`src/rtl/ram_bist_ctrl_if.sv`:
```
`default_nettype none
// ============================================================================
// Module      : ram_bist_ctrl_if
// Description : Bundles the BIST control handshake and the single-port RAM
//               bus seen by ram_bist_ctrl.
//   master : the BIST controller. It receives start and ram_q, and drives
//            ram_addr, ram_data, ram_we, busy, done, pass and fail_addr.
//   slave  : the requester and RAM side (the mirror image of master).
// Revision    : 1.0  initial release
// ============================================================================
interface ram_bist_ctrl_if #(
  parameter int addr_width = 6,
  parameter int data_width = 8
);
  logic                  start;
  logic [addr_width-1:0] ram_addr;
  logic [data_width-1:0] ram_data;
  logic                  ram_we;
  logic [data_width-1:0] ram_q;
  logic                  busy;
  logic                  done;
  logic                  pass;
  logic [addr_width-1:0] fail_addr;

  modport master (
    input  start, ram_q,
    output ram_addr, ram_data, ram_we, busy, done, pass, fail_addr
  );

  modport slave (
    output start, ram_q,
    input  ram_addr, ram_data, ram_we, busy, done, pass, fail_addr
  );
endinterface
`default_nettype wire

```
`src/rtl/ram_bist_ctrl.sv`:
```
`default_nettype none
// ============================================================================
// Module      : ram_bist_ctrl
// Description : Write/read-back BIST for a single-port RAM that has a 1-cycle
//               read latency. Each address a is written with (a+1). The words
//               are then read back and compared. The address of the first
//               mismatch is kept.
//               Optional feature: BIST_INVERT_PASS_EN. When this macro is
//               defined, a second pass runs with the inverted pattern before
//               the block reports done.
// Ports       : clk, rst (async, active-high)
//               bus.start             - one-cycle run request (ignored while busy)
//               bus.ram_addr/data/we  - RAM address, write data, write enable
//               bus.ram_q             - RAM read data (one cycle after address)
//               bus.busy/done/pass    - run status
//               bus.fail_addr         - address of the first mismatching word
// Revision    : 1.0  initial release
// ============================================================================
module ram_bist_ctrl #(
  parameter int addr_width = 6,
  parameter int data_width = 8,
  parameter int depth      = 64
) (
  input  logic            clk,
  input  logic            rst,
  ram_bist_ctrl_if.master bus
);

  localparam logic [addr_width-1:0] LAST_ADDR = addr_width'(depth - 1);

  typedef enum logic [2:0] {
    IDLE  = 3'd0,
    WRITE = 3'd1,
    READ  = 3'd2,
    DRAIN = 3'd3,
    DONE  = 3'd4
  } state_t;

  state_t                state, state_next;
  logic [addr_width-1:0] cnt, cnt_next;
  logic                  inv, inv_next;      // second (inverted) pass active
  logic                  run_start;
  logic [data_width-1:0] pattern;
  logic                  we;
  logic [addr_width-1:0] addr;
  logic [data_width-1:0] wdata;

  // Expected word for the read issued last cycle, lined up with ram_q.
  logic                  exp_valid;
  logic [data_width-1:0] exp_data;
  logic [addr_width-1:0] exp_addr;
  logic                  err_seen;
  logic [addr_width-1:0] fail_addr_q;

  // P(a) = a+1 modulo 2**data_width, bitwise inverted in the second pass.
  always_comb begin
    pattern = data_width'(cnt) + data_width'(1);
    if (inv) begin
      pattern = ~pattern;
    end
  end

  always_ff @(posedge clk or posedge rst) begin
    if (rst) begin
      state <= IDLE;
    end else begin
      state <= state_next;
    end
  end

  always_comb begin
    state_next = state;
    cnt_next   = cnt;
    inv_next   = inv;
    run_start  = 1'b0;
    we         = 1'b0;
    addr       = '0;
    wdata      = '0;
    case (state)
      IDLE, DONE: begin
        if (bus.start) begin
          state_next = WRITE;
          cnt_next   = '0;
          inv_next   = 1'b0;
          run_start  = 1'b1;
        end
      end
      WRITE: begin
        we    = 1'b1;
        addr  = cnt;
        wdata = pattern;
        if (cnt == LAST_ADDR) begin
          state_next = READ;
          cnt_next   = '0;
        end else begin
          cnt_next = cnt + addr_width'(1);
        end
      end
      READ: begin
        addr = cnt;
        // The counter parks on the last address rather than wrapping.
        if (cnt == LAST_ADDR) begin
          state_next = DRAIN;
        end else begin
          cnt_next = cnt + addr_width'(1);
        end
      end
      DRAIN: begin
`ifdef BIST_INVERT_PASS_EN
        if (!inv) begin
          state_next = WRITE;
          cnt_next   = '0;
          inv_next   = 1'b1;
        end else begin
          state_next = DONE;
        end
`else
        state_next = DONE;
`endif
      end
      default: state_next = IDLE;
    endcase
  end

  always_ff @(posedge clk or posedge rst) begin
    if (rst) begin
      cnt         <= '0;
      inv         <= 1'b0;
      exp_valid   <= 1'b0;
      exp_data    <= '0;
      exp_addr    <= '0;
      err_seen    <= 1'b0;
      fail_addr_q <= '0;
    end else begin
      cnt       <= cnt_next;
      inv       <= inv_next;
      exp_valid <= (state == READ);
      exp_data  <= pattern;
      exp_addr  <= cnt;
      if (run_start) begin
        err_seen    <= 1'b0;
        fail_addr_q <= '0;
      end else if (exp_valid && (bus.ram_q != exp_data) && !err_seen) begin
        // Only the first mismatch of the whole run is recorded.
        err_seen    <= 1'b1;
        fail_addr_q <= exp_addr;
      end
    end
  end

  assign bus.ram_we    = we;
  assign bus.ram_addr  = addr;
  assign bus.ram_data  = wdata;
  assign bus.busy      = (state == WRITE) || (state == READ) || (state == DRAIN);
  assign bus.done      = (state == DONE);
  assign bus.pass      = (state == DONE) && !err_seen;
  assign bus.fail_addr = fail_addr_q;

endmodule
`default_nettype wire

```
`src/flat_wrapper.sv`:
```
// flat-port wrapper written by rule: the top's interface ports become plain ports
module ram_bist_ctrl_flat 
#(
  parameter int addr_width = 6,
  parameter int data_width = 8,
  parameter int depth      = 64
)
  (clk, rst, bus_start, bus_ram_q, bus_ram_addr, bus_ram_data, bus_ram_we, bus_busy, bus_done, bus_pass, bus_fail_addr);
  ram_bist_ctrl_if #(.addr_width(addr_width), .data_width(data_width)) bus_i ();
  input  logic clk;
  input  logic rst;
  input wire logic [$bits(bus_i.start)-1:0] bus_start;
  input wire logic [$bits(bus_i.ram_q)-1:0] bus_ram_q;
  output wire logic [$bits(bus_i.ram_addr)-1:0] bus_ram_addr;
  output wire logic [$bits(bus_i.ram_data)-1:0] bus_ram_data;
  output wire logic [$bits(bus_i.ram_we)-1:0] bus_ram_we;
  output wire logic [$bits(bus_i.busy)-1:0] bus_busy;
  output wire logic [$bits(bus_i.done)-1:0] bus_done;
  output wire logic [$bits(bus_i.pass)-1:0] bus_pass;
  output wire logic [$bits(bus_i.fail_addr)-1:0] bus_fail_addr;
  assign bus_i.start = bus_start;
  assign bus_i.ram_q = bus_ram_q;
  assign bus_ram_addr = bus_i.ram_addr;
  assign bus_ram_data = bus_i.ram_data;
  assign bus_ram_we = bus_i.ram_we;
  assign bus_busy = bus_i.busy;
  assign bus_done = bus_i.done;
  assign bus_pass = bus_i.pass;
  assign bus_fail_addr = bus_i.fail_addr;
  ram_bist_ctrl #(.addr_width(addr_width), .data_width(data_width), .depth(depth)) u_core (.clk(clk), .rst(rst), .bus(bus_i));
endmodule
```
`config.mk`:
```
export PLATFORM = sky130hd
export DESIGN_NAME = ram_bist_ctrl_flat
export DESIGN_NICKNAME = d
export VERILOG_FILES = /design/src/rtl/ram_bist_ctrl_if.sv /design/src/rtl/ram_bist_ctrl.sv /design/src/flat_wrapper.sv
export SDC_FILE = /design/constraint.sdc
export NUM_CORES = 1
export LEC_CHECK = 0
export CORE_ASPECT_RATIO = 1.4
export CORE_UTILIZATION = 45
export CTS_BUF_LIST = sky130_fd_sc_hd__clkbuf_4
export DETAILED_ROUTE_END_ITERATION = 7
export PLACE_DENSITY = 0.78
export SYNTH_ARGS = -nofsm -noshare
export SYNTH_HDL_FRONTEND = slang
export SYNTH_SLANG_ARGS = --single-unit
```
`constraint.sdc`:
```
create_clock -name clk -period 1.48 [get_ports clk]
set_clock_uncertainty 0.05 [all_clocks]
set_input_delay 0.296 -clock clk [delete_from_list [all_inputs] [get_ports clk]]
set_output_delay 0.296 -clock clk [all_outputs]
set_load 0.01 [all_outputs]
```
==> results of run 1 <==
## critical path, cell delays in order (launching register included)
cell and delay [ps]:
sky130_fd_sc_hd__dfrtp_1 420, sky130_fd_sc_hd__buf_4 190, sky130_fd_sc_hd__nand3_2 110, sky130_fd_sc_hd__xnor2_2 220, sky130_fd_sc_hd__and2_4 190, sky130_fd_sc_hd__buf_6 100
## worst min path at each step
stage / from / to / slack [ps] / cells past startpoint
floorplan: u_core.cnt[2] / u_core.exp_addr[2] / 300 / 0
global placement: u_core.exp_addr[3] / u_core.bus.fail_addr[3] / 440 / 2
detailed placement: u_core.exp_addr[3] / u_core.bus.fail_addr[3] / 440 / 2
CTS: rst / u_core.exp_data[1] / 250 / 3
global route: rst / u_core.exp_data[2] / 260 / 3
finish: rst / u_core.exp_data[1] / 240 / 3
## layer usage
| metal | vias up | routed length (um) |
|---|---|---|
| met1 | 587 | 1500 |
| met3 | 14 | 224 |
| met4 | 0 | 130 |
| met2 | 50 | 2260 |
| met5 | - | 0 |
| li1 | 558 | - |
## logic make-up after synthesis
| family | after synthesis | synth area share [%] |
|---|---|---|
| and+or+nand+nor | 49 | 19.1 |
| muxes | 9 | 6.85 |
| other | 1 | 0.277 |
| xor gates and xnor gates | 11 | 7.12 |
| AOI/OAI and AO/OA | 12 | 6.75 |
| buffers and inverters | 11 | 3.52 |
| adders and majority gates | 1 | 0.925 |
| DFF | 30 | 55.5 |
## placed cells by master (no fill, tap or decap), types with 5 or more instances in the layout
| cell type | netlist | final |
|---|---|---|
| sky130_fd_sc_hd__clkdlybuf4s50_1 | 0 | 10 |
| sky130_fd_sc_hd__mux2i_1 | 7 | 7 |
| sky130_fd_sc_hd__buf_4 | 1 | 26 |
| sky130_fd_sc_hd__buf_2 | 2 | 7 |
| sky130_fd_sc_hd__dfrtp_1 | 30 | 30 |
| sky130_fd_sc_hd__nor2_1 | 7 | 5 |
| sky130_fd_sc_hd__xor2_1 | 9 | 8 |
| sky130_fd_sc_hd__nand2_1 | 16 | 13 |
| sky130_fd_sc_hd__and2_4 | 0 | 9 |
| sky130_fd_sc_hd__dlygate4sd2_1 | 0 | 6 |
| sky130_fd_sc_hd__buf_6 | 0 | 22 |
| sky130_fd_sc_hd__clkbuf_4 | 0 | 6 |
## state kept, by name, indices dropped and copies added (netlist names)
| signal | flops |
|---|---|
| u_core.exp_data | 7 |
| u_core.bus.fail_addr | 6 |
| u_core.cnt | 6 |
| u_core.exp_addr | 6 |
| u_core.state | 3 |
| u_core.err_seen | 1 |
| u_core.exp_valid | 1 |
## per-stage QoR
| stage | power, mW | TNS, ps | hold slack [ps] | instance area [um^2] | cells |
|---|---|---|---|---|---|
| after floorplan | 1.98 | 0 | 299 | 1350 | 124 |
| after global placement | 2.90 | -8870 | 441 | 1920 | 216 |
| after detailed placement | 2.95 | -9700 | 442 | 1920 | 216 |
| after CTS | 3.83 | -6000 | 246 | 2180 | 237 |
| after global routing | 4.51 | -8080 | 261 | 2290 | 237 |
| final | 4.32 | -6390 | 239 | 2290 | 237 |
## repair_timing
| item | CTS | global route |
|---|---|---|
| gates resized for setup | 113 | 28 |
| setup endpoints to repair | 37 | 32 |
| gates cloned | 0 | 0 |
| buffers inserted | 13 | 7 |
| pin swaps | 27 | 14 |
## power by group through the flow
| stage | clock network [mW] | logic [mW] | registers (mW) |
|---|---|---|---|
| 2_1_floorplan | 0 | 0.773 | 1.21 |
| 3_3_place_gp | 0 | 1.72 | 1.18 |
| 3_5_place_dp | 0 | 1.76 | 1.19 |
| 4_1_cts | 0.473 | 2.16 | 1.20 |
| 5_1_grt | 0.509 | 2.77 | 1.23 |
| 6_report | 0.469 | 2.63 | 1.22 |
## cell type report
| class | instances | area share (%) |
|---|---|---|
| multi-input combinational | 83 | 33.2 |
| timing repair buffer | 72 | 28.4 |
| clock buffer | 6 | 1.96 |
| sequential | 30 | 32.7 |
| tap | 37 | 2.02 |
| inverter | 7 | 1.36 |
| clock inverter | 2 | 0.382 |
==> out/summary.txt, run 1 <==
Endpoints failing setup = 24
Relative contribution of combinational cells to total power = 60.8%
Global-route wire length before repair = 6.08 mm
Launch point of the critical path = u_core.cnt[1]
Total number of nets in the final design = 211
Max rail drop VDD = 1.55 mV
Final design utilization = 80.5%
Proportion of synthesized flip-flops having asynchronous set or reset = 100%
I/O pin count = 35
Switching power as a share of total power = 36.2%
Reg-to-Reg Start = u_core.cnt[0]
Most frequently used flop master after synthesis = sky130_fd_sc_hd__dfrtp_1
Internal power contribution = 2.75 mW
Shortest period the worst path allows = 1890 ps
Status = complete, but fails checks
Portion of the clock cycle consumed by the worst path in the final layout = 128%
Drc violations = 0
Share of total power in the clock network = 10.9%
Number of rows in the core area = 23
Type of destination of the critical path = output pin
Cell types with the highest counts after synthesis = sky130_fd_sc_hd__dfrtp_1 (30), sky130_fd_sc_hd__nand2_1 (16), sky130_fd_sc_hd__and2_1 (11)
Via count of the first global-routing pass = 1200
Starting Density = 47.5%
Die footprint = 3230 um^2
Cell type with the highest aggregate area in the netlist = sky130_fd_sc_hd__dfrtp_1
Antenna cells = 0
Core Area = 2850 um^2
Num CTS Buffers = 5
Worst Setup EP = bus_ram_data[3]
Worst setup path class = reg -> out
Fraction of final layout cells sized beyond drive strength 1 = 50.0%
1st-iter DRT viols = 38
Number of synthesized flops with an enable pin = 0
Half-perimeter wire length after placement = 2.24 mm
Hold-fix buffers, CTS = 0
R2R Setup Slk = -220 ps
Register area = 751 um^2
Critical Path RT = 1130 ps
Maximum root-to-sink buffer count = 2
Post-synthesis cell type count = 30
Total congestion overflow after global routing = 0
Multi-input gate area = 761 um^2
Relative area change from synthesis to final layout = 69.6%
Count of mapped cells out of synthesis = 124
Clock-pin slew on the worst setup and hold paths = 100 ps
Clock Sink Count = 30
Crit-path max FO = 5
Routing usage on met2 = 47.4%
Count of vias placed by the detailed router = 1209
Fill cell instance count of the final layout = 154
Library cell used as clock root buffer = sky130_fd_sc_hd__clkbuf_4
Seq/Total Area, Yosys = 55.5%
Reg-to-reg endpoint = u_core.cnt[2]
Average wire length per cell after detail routing = 17.4 um
Vertical die dimension = 66.9 um
Maximum clock rate = 528 MHz
Final antenna-violating net count = 0
Routed Wire Length = 4.12 mm
Max-slew violations = 0
Fraction of post-synthesis cell area in the top cell type by area = 55.5%
Number of cells on the worst reg-to-reg path = 9
Antenna violations before repair = 0
Leading cell types by total area after synthesis = sky130_fd_sc_hd__dfrtp_1 (56%), sky130_fd_sc_hd__xor2_1 (5.8%), sky130_fd_sc_hd__mux2i_1 (5.2%)
Maximum number of pins on one net before global-route repair = 31
PortBufs = 33
Die width = 48.3 um
Unrepaired setup endpoints after global routing = true
Most common cell in the synthesized netlist = sky130_fd_sc_hd__dfrtp_1
Busiest layer in global routing = met2
Latest clock arrival within the worst-skew pair = 330 ps
Leakage = 1.14 nW
Synth warnings = 0
Final hold vios = 0
Register bit total from synthesis = 30
Global Route met3 Usage = 3.65%
M1 GR Usage = 28.8%
GP Congestion = 0.864
Switching power = 1.56 mW
Hold WC Path Type = in -> async
Pwr Density = 1880 nW/um^2
CTS H-tree lvls = 2
Post-synthesis net count = 136
Number of optimization iterations in the first detailed-route pass = 4
Clock tree from TritonCTS = yes
Via-to-Cell Ratio = 5.10
Max Cap Viol = 0
Post-synth design cell area = 1350 um^2
Kind of start point of the critical path = register
Worst setup slack before clock tree synthesis = -441 ps
Sequential share of power = 28.3%
Overall routing resource usage = 25.8%
Failing checks = setup timing
Mean post-synth cell area = 10.9 um^2
Worst EP arrival = 1550 ps
Worst-case setup margin in the final layout = -413 ps
(Power assumes the default switching activity.)
==> run 2, diff against run 1 <==
==> constraint.sdc (replaced) <==
create_clock -name clk -period 1.48 [get_ports clk]
set_clock_uncertainty 0.05 [all_clocks]
set_input_delay 0.222 -clock clk [delete_from_list [all_inputs] [get_ports clk]]
set_output_delay 0.222 -clock clk [all_outputs]
set_load 0.01 [all_outputs]
==> out/summary.txt, run 2 (same netlist as run 1, synthesis figures left out) <==
Routing usage on met2 = 46.5% (-0.88 points)
Hold-fix buffers, CTS = 0 (unchanged)
Final design utilization = 80.9% (+0.44 points)
Core Area = 2850 um^2 (unchanged)
I/O pin count = 35 (unchanged)
Clock Sink Count = 30 (unchanged)
Worst-case setup margin in the final layout = -364 ps (+49.3 ps)
Global Route met3 Usage = 6.85% (+3.2 points)
Hold WC Path Type = in -> async
Final hold vios = 0 (unchanged)
Count of vias placed by the detailed router = 1277 (+5.6%)
Half-perimeter wire length after placement = 2.26 mm (+1.2%)
Drc violations = 0 (unchanged)
Via count of the first global-routing pass = 1239 (+3.3%)
Portion of the clock cycle consumed by the worst path in the final layout = 125% (-3.3 points)
Busiest layer in global routing = met2
Overall power of the completed layout = 4.20 mW (-2.7%)
Via-to-Cell Ratio = 5.23 (+2.6%)
CTS H-tree lvls = 2 (unchanged)
Critical Path Max Stage Delay = 380 ps (-40 ps)
Pwr Density = 1820 nW/um^2 (-3.2%)
Status = complete, but fails checks
Maximum root-to-sink buffer count = 2 (unchanged)
Global-route wire length before repair = 6.13 mm (+0.92%)
Slowest cell on crit path = sky130_fd_sc_hd__dfrtp_1
Max-slew violations = 0 (unchanged)
Average wire length per cell after detail routing = 17.9 um (+3.0%)
Kind of start point of the critical path = register
Crit-path max FO = 2 (-3)
Failing checks = setup timing
Fraction of final layout cells sized beyond drive strength 1 = 53.6% (+3.6 points)
Worst setup path class = reg -> out
PortBufs = 33 (unchanged)
Clock tree from TritonCTS = yes
M1 GR Usage = 29.6% (+0.79 points)
GP Congestion = 0.864 (about the same)
Buffers and inverters on the worst path = 1 (-1)
Starting Density = 47.5% (unchanged)
Most common library cell in the layout ignoring fill and taps = sky130_fd_sc_hd__buf_4
Shortest period the worst path allows = 1840 ps (-49.3 ps)
Overall routing resource usage = 26.5% (+0.70 points)
Die width = 48.3 um (unchanged)
Sequence of cells on the critical path = and3_1 > nand3_2 > xnor2_2 > and2_4 > buf_6
Max Cap Viol = 0 (unchanged)
1st-iter DRT viols = 61 (+61%)
Critical Path RT = 1210 ps (+80 ps)
Number of optimization iterations in the first detailed-route pass = 5 (+1)
Worst EP arrival = 1570 ps (+20 ps)
Routed Wire Length = 4.37 mm (+6.1%)
Maximum number of pins on one net before global-route repair = 31 (unchanged)
Final antenna-violating net count = 0 (unchanged)
Antenna violations before repair = 0 (unchanged)
Top library cells by usage in the layout, fill and taps aside = sky130_fd_sc_hd__buf_4 (34), sky130_fd_sc_hd__dfrtp_1 (30), sky130_fd_sc_hd__buf_6 (23)
Endpoints failing setup = 32 (+33%)
Num CTS Buffers = 5 (unchanged)
Fill cell instance count of the final layout = 153 (-0.65%)
Register containing the most flip-flops in the final layout = u_core.exp_data
Final Hold Slack = 193 ps (-45.6 ps)
Total congestion overflow after global routing = 0 (unchanged)
Type of destination of the critical path = output pin
Die footprint = 3230 um^2 (unchanged)
Setup tns final = -7030 ps (-638 ps)
Relative area change from synthesis to final layout = 70.5%
Number of flip-flops under the largest register name = 7 (unchanged)
Library cell used as clock root buffer = sky130_fd_sc_hd__clkbuf_4
Max rail drop VDD = 1.61 mV (+4.2%)
Clock-pin slew on the worst setup and hold paths = 100 ps (about the same)
Leakage = 1.17 nW (+2.5%)
Vertical die dimension = 66.9 um (unchanged)
Top cell family by delay on the critical path = simple AND/OR/NAND/NOR gates
Total number of nets in the final design = 219 (+3.8%)
Maximum clock rate = 542 MHz (+2.7%)
Total placed instance area = 1900 um^2 (-0.65%)
Number of rows in the core area = 23 (unchanged)
Unrepaired setup endpoints after global routing = true
Final Cell Area = 2310 um^2 (+0.55%)
R2R Setup Slk = -350 ps (-130 ps)
Latest clock arrival within the worst-skew pair = 340 ps (about the same)
Antenna cells = 0 (unchanged)
## run 2: cell types whose count changed in the layout (fill, tap and decap cells not counted), sizes merged
| cell | previous run | this run |
|---|---|---|
| buf | 56 | 64 |
| clkbuf | 6 | 5 |
## run 2: area by class of cell
cell class                 count  area (um^2)  share of cell area, %
clock buffer                   5         37.5                   1.63
clock inverter                 2         10.0                  0.434
inverter                       7         28.8                   1.25
tap                           37         46.3                   2.01
timing repair buffer          80          702                   30.4
sequential                    30          751                   32.6
multi-input combinational     83          731                   31.7
## run 2: final timing paths
path,cells past startpoint,end,from
worst max register to register,11,u_core.state[2],u_core.state[0]
worst max-delay path,5,bus_ram_data[5],u_core.cnt[4]
worst min-delay path,3,u_core.cnt[4],rst
max in group asynchronous,3,u_core.exp_addr[0],rst
min in group clk,2,u_core.bus.fail_addr[3],u_core.exp_addr[3]
worst min register to register,2,u_core.bus.fail_addr[3],u_core.exp_addr[3]
## run 2: per-layer routing
metal / wire length (um) / vias up
li1: - / 568
met1: 1650 / 647
met2: 2450 / 50
met3: 182 / 12
met4: 91 / 0
met5: 0 / -
## run 2: timing repair
action / 4_1_cts / 5_1_grt
endpoints found under the setup margin: 37 / 32
endpoints found under the hold margin: 0 / 0
cloned: 0 / 1
setup buffers: 17 / 3
pin swaps: 20 / 7
resized for setup: 121 / 20
## run 2: per-stage QoR
step	worst slack [ps]	instances
after global routing	-402	244
after CTS	-296	240
after detailed placement	-400	216
after floorplan	27.5	124
final	-364	244
after global placement	-328	216
## run 2: worst reg2reg max path, cell delays in order (launching register included)
cell and delay (ps):
sky130_fd_sc_hd__dfrtp_1 430, sky130_fd_sc_hd__buf_4 150, sky130_fd_sc_hd__buf_6 120, sky130_fd_sc_hd__nor2_4 100, sky130_fd_sc_hd__buf_4 110, sky130_fd_sc_hd__nand2_2 60
sky130_fd_sc_hd__buf_4 130, sky130_fd_sc_hd__buf_4 120, sky130_fd_sc_hd__buf_4 120, sky130_fd_sc_hd__buf_4 130, sky130_fd_sc_hd__buf_4 130, sky130_fd_sc_hd__o21ai_2 90
## run 2: power breakdown
group | internal (mW) | total (mW) | switching [mW]
Combinational | 1.45 | 2.53 | 1.08
Sequential | 1.06 | 1.20 | 0.141
Clock | 0.170 | 0.466 | 0.296
Total | 2.68 | 4.20 | 1.52
